### config.mk
export PLATFORM = sky130hd
export DESIGN_NAME = mio_bus_ctrl
export DESIGN_NICKNAME = d
export VERILOG_FILES = /design/src/rtl/mio_bus_ctrl.sv
export SDC_FILE = /design/constraint.sdc
export NUM_CORES = 1
export LEC_CHECK = 0
export ABC_AREA = 1
export BUFFER_PORTS_ARGS = -buffer_cell sky130_fd_sc_hd__buf_2
export CAP_MARGIN = 20
export CELL_PAD_IN_SITES_DETAIL_PLACEMENT = 0
export CELL_PAD_IN_SITES_GLOBAL_PLACEMENT = 1
export CORE_ASPECT_RATIO = 0.75
export CORE_MARGIN = 1
export CORE_UTILIZATION = 39
export DETAILED_ROUTE_END_ITERATION = 16
export PLACE_DENSITY = 0.88
export SYNTH_ARGS = -nofsm -noshare
export SYNTH_HDL_FRONTEND = slang
export SYNTH_SLANG_ARGS = --single-unit
export TNS_END_PERCENT = 10
### constraint.sdc
create_clock -name clk -period 2.47 [get_ports clk]
set_input_delay 0.1235 -clock clk [delete_from_list [all_inputs] [get_ports clk]]
set_output_delay 0.1235 -clock clk [all_outputs]
set_load 0.02 [all_outputs]
### src/rtl/mio_bus_ctrl.sv
// CPU memory/IO bus controller: decodes RAM, LED, switch and free-running counter
// targets, sequences single-beat transfers and returns a one-cycle ready pulse.
module mio_bus_ctrl (
  input  logic        clk,
  input  logic        reset,
  input  logic [31:0] addr,
  input  logic [31:0] wdata,
  input  logic        mem_w,
  input  logic        cpu_mio,
  output logic [31:0] rdata,
  output logic        mio_ready,
  output logic [13:0] ram_addr,
  output logic [31:0] ram_din,
  output logic        ram_we,
  output logic        ram_en,
  input  logic [31:0] ram_dout,
  input  logic [15:0] sw_in,
  output logic [15:0] led_out,
  output logic        bus_err
);

  localparam int unsigned DATA_W = 32;
  localparam int unsigned IO_W   = 16;
  localparam int unsigned WA_W   = 30;

  localparam logic [WA_W-1:0] LED_WA = 30'h3C00_0000;
  localparam logic [WA_W-1:0] SW_WA  = 30'h3C00_0001;
  localparam logic [WA_W-1:0] CNT_WA = 30'h3C00_0002;

  typedef enum logic [1:0] {IDLE, RD_WAIT, RESP} state_t;
  typedef enum logic [2:0] {SEL_RAM, SEL_LED, SEL_SW, SEL_CNT, SEL_NONE} sel_t;

  state_t            state, state_nxt;
  sel_t              sel;
  logic [DATA_W-1:0] cnt;
  logic [IO_W-1:0]   sw_meta, sw_sync;
  logic              wr_led, wr_cnt, rd_load, err_nxt;
  logic [DATA_W-1:0] rd_val;
  logic              unused_addr_bits;

  assign unused_addr_bits = ^addr[1:0];
  assign ram_addr = addr[15:2];
  assign ram_din  = wdata;

  // Word-granular address decode; byte offset bits play no part.
  always_comb begin
    sel = SEL_NONE;
    if (addr[31:16] == 16'h0000)  sel = SEL_RAM;
    else if (addr[31:2] == LED_WA) sel = SEL_LED;
    else if (addr[31:2] == SW_WA)  sel = SEL_SW;
    else if (addr[31:2] == CNT_WA) sel = SEL_CNT;
  end

  // Next state and transfer controls; reset gates the combinational RAM strobes.
  always_comb begin
    state_nxt = state;
    ram_en    = 1'b0;
    ram_we    = 1'b0;
    wr_led    = 1'b0;
    wr_cnt    = 1'b0;
    rd_load   = 1'b0;
    rd_val    = '0;
    err_nxt   = 1'b0;
    case (state)
      IDLE: begin
        if (cpu_mio && reset) begin
          state_nxt = RESP;
          case (sel)
            SEL_RAM: begin
              ram_en = 1'b1;
              if (mem_w) ram_we = 1'b1;
              else       state_nxt = RD_WAIT;
            end
            SEL_LED: begin
              if (mem_w) wr_led = 1'b1;
              else begin
                rd_load = 1'b1;
                rd_val  = {16'h0000, led_out};
              end
            end
            SEL_SW: begin
              if (!mem_w) begin
                rd_load = 1'b1;
                rd_val  = {16'h0000, sw_sync};
              end
            end
            SEL_CNT: begin
              if (mem_w) wr_cnt = 1'b1;
              else begin
                rd_load = 1'b1;
                rd_val  = cnt;
              end
            end
            default: begin
              err_nxt = 1'b1;
              rd_load = !mem_w;
            end
          endcase
        end
      end
      RD_WAIT: begin
        rd_load   = 1'b1;
        rd_val    = ram_dout;
        state_nxt = RESP;
      end
      RESP:    state_nxt = IDLE;
      default: state_nxt = IDLE;
    endcase
  end

  always_ff @(posedge clk or negedge reset) begin
    if (!reset) begin
      state     <= IDLE;
      rdata     <= '0;
      mio_ready <= 1'b0;
      bus_err   <= 1'b0;
      led_out   <= '0;
      cnt       <= '0;
      sw_meta   <= '0;
      sw_sync   <= '0;
    end else begin
      state     <= state_nxt;
      mio_ready <= (state_nxt == RESP);
      bus_err   <= err_nxt;
      sw_meta   <= sw_in;
      sw_sync   <= sw_meta;
      if (rd_load) rdata <= rd_val;
      if (wr_led)  led_out <= wdata[15:0];
      // A CNT store takes priority over the free-running increment.
      cnt <= wr_cnt ? wdata : cnt + 32'd1;
    end
  end

endmodule

==> impl_metrics.env <==
export IMPL_synthTopCellsByCount="177 x nand3_1, 165 x nand2_1, 129 x inv_1"
export IMPL_dpl_instance_area_um2=7570
export IMPL_ir_drop_v=0.000388
export IMPL_overflow=0
export IMPL_critPathTopFamily="simple AND/OR/NAND/NOR gates"
export IMPL_worst_path_stages=8
export IMPL_clockBufferDepth=2
export IMPL_fmax_ghz=0.507
export IMPL_hold_path_class="input pin to register"
export IMPL_status="complete, no violations"
export IMPL_criticalPathCategory="register to register"
export IMPL_h_tree_depth=4
export IMPL_fp_dieW_um=154
export IMPL_worst_r2r_setup_slack_ps=500
export IMPL_grt_max_degree=71
export IMPL_crit_arrival_ps=2300
export IMPL_max_cap_violations=0
export IMPL_drv_slew=0
export IMPL_io_pins=214
export IMPL_area_growth_syn_to_layout_pct=32.1
export IMPL_gp_congestion=0.877
export IMPL_wl_per_cell_um=14.9
export IMPL_end_kind="register"
export IMPL_setup_viol=0
export IMPL_rows=41
export IMPL_drive_gt1_frac=0.243
export IMPL_critPathRequiredTime_ps=2800
export IMPL_grt_pass1_wl_um=32300
export IMPL_postCtsSetupBuffers=0
export IMPL_power_density_nw_per_um2=532
export IMPL_period_share=0.798
export IMPL_relSlewSlack=0.403
export IMPL_drt_wl_total_um=20400
export IMPL_synth_most_common_cell="nand3_1"
export IMPL_period_needed_ps=1970
export IMPL_drt_pass1_iterations=5
export IMPL_start_util=0.400
export IMPL_place_ws_ps=557
export IMPL_crit_top_cell="nand2_1"
export IMPL_cts_root_buf="clkbuf_16"
export IMPL_synth_top_cell_area_share=0.431
export IMPL_synth_ff_type="dfrtp_1"
export IMPL_ys_ff_latch=116
export IMPL_viasPerCell=4.85
export IMPL_rsz0062_at_grt="no"
export IMPL_hold_path_cell_count=3
export IMPL_grt_pass1_vias=6129
export IMPL_netlist_instances=913
export IMPL_path_max_fanout=6
export IMPL_fin_skew_ps=13.4
export IMPL_numCtsBuffers=17
export IMPL_rr_worst_depth=8
export IMPL_clock_sinks=116
export IMPL_ys_types=33
export IMPL_die_area_um2=17800
export IMPL_synthesis_nets=1030
export IMPL_fin_nets=1258
export IMPL_setup_tns_ps=0
export IMPL_cp_slowest_stage_delay_ps=460
export IMPL_leakage_nw=4.79
export IMPL_synthesis_area_um2=6730
export IMPL_synth_avg_cell_area_um2=7.37
export IMPL_clk_latency_ps=410
export IMPL_fp_dieH_um=116
export IMPL_port_buffers=211
export IMPL_async_flop_share=1.00
export IMPL_diodes=0
export IMPL_grtUsageTotal=0.239
export IMPL_timing_final_ws_setup_ps=499
export IMPL_hold_violations=0
export IMPL_clk_pin_slew_ps=60
export IMPL_stdcell_area_um2=8880
export IMPL_place_hpwl_um=14800
export IMPL_worst_path_buf_inv=0
export IMPL_yosys_warnings=0
export IMPL_antenna_found_initial=0
export IMPL_slowest_stage="dfrtp_1"
export IMPL_tritoncts="done"
export IMPL_synth_edf_count=0
export IMPL_synth_area_leaders="dfrtp_1 43%, nand3_1 13%, nand2_1 9.2%, inv_1 7.2%, nor2_1 6.2%"
export IMPL_drc=0
export IMPL_path_cells="ha_1, nand2_1, nor2_1, nand3_1, nor2_4, nand2_1, xor2_1, a21oi_1"
export IMPL_first_iter_violations=602
export IMPL_ys_seq_area_frac=0.431
export IMPL_cts_resized=0
export IMPL_start_kind="register"
export IMPL_via_count=6634
export IMPL_worstMarginPinSlew_ps=896
export IMPL_postRouteAntennaNets=0
export IMPL_core_area_um2=16800
export IMPL_synth_area_leader_cell="dfrtp_1"
-- worst min-delay path, cell delays in order --
cell     delay, ps
buf_2          140
o21ai_1         80
inv_1           40
-- state kept, by name (all words and copies together) (netlist names) --
register and flops:
bus_err 1, cnt 32, led_out 16, mio_ready 1
rdata 32, state 2, sw_meta 16, sw_sync 16
-- logic make-up after synthesis --
family,count (synthesis),synth area share
flip-flops,116,0.431
adder cells (fa/ha/maj),1,0.00186
AND/OR/NAND/NOR,513,0.353
XOR/XNOR,14,0.0182
buffers and inverters,223,0.161
AO/OA/AOI/OAI,46,0.0342
-- through the flow --
stage	power, mW	hold WS, ps	cells	utilization
final	4.73	10.9	1368	0.528
after global routing	4.91	9.86	1368	0.528
after CTS	4.76	4.40	1368	0.528
after detailed placement	2.35	233	1261	0.450
after global placement	2.34	233	1261	0.450
after floorplan	2.18	-172	913	-
-- placed cells by master (no fill, tap or decap), types with 2 or more instances in the layout --
cell type,instances
o21ai_0,21
nand3b_1,4
inv_1,129
nor3_1,8
nand2_4,2
buf_4,9
clkinvlp_4,4
nand2_2,4
xor2_1,14
clkbuf_8,3
nand3_1,177
nand4_1,22
clkinv_2,4
o21ai_1,24
dlygate4sd3_1,76
clkbuf_1,2
nor2_1,109
nand2_1,165
buf_2,210
dfrtp_1,116
nor2_4,7
clkbuf_16,17
inv_2,6
nor2_2,6
-- where the power goes --
group,leakage (nW),internal (mW),switching [mW]
Sequential,1.32,1.93,0.00938
Clock,0.264,1.45,0.876
Combinational,3.20,0.205,0.259
-- metal layers --
metal	routed length [um]	vias up	global-route usage	share of wire
li1	-	3299	-	-
met1	10300	3040	0.356	0.50
met2	8330	276	0.355	0.41
met3	1590	19	0.0475	0.078
met4	174	0	0.0580	0.0085
met5	0	-	0	0
-- final timing paths --
check	start	to
worst max-delay path	cnt[0]	cnt[18]
worst min-delay path	wdata[12]	led_out[12]
worst max register to register	cnt[0]	cnt[18]
worst min register to register	sw_meta[15]	sw_sync[15]
max in group asynchronous	reset	led_out[9]
min in group asynchronous	reset	cnt[22]
-- timing repair --
action                                  in CTS  in global routing
hold buffers                                76                  0
hold endpoints to repair                   129                  0
endpoints found under the setup margin       0                  0
-- final cells by class --
class | instances | area [um^2]
flip-flops and latches | 116 | 2900
repair buffers | 296 | 1900
well taps | 215 | 269
clock inverters | 9 | 80.1
multi-input cells | 574 | 2750
inverters | 136 | 510
clock buffers | 22 | 474
fillers | 1618 | 7940
No activity file was read; power rests on OpenSTA's default activity.
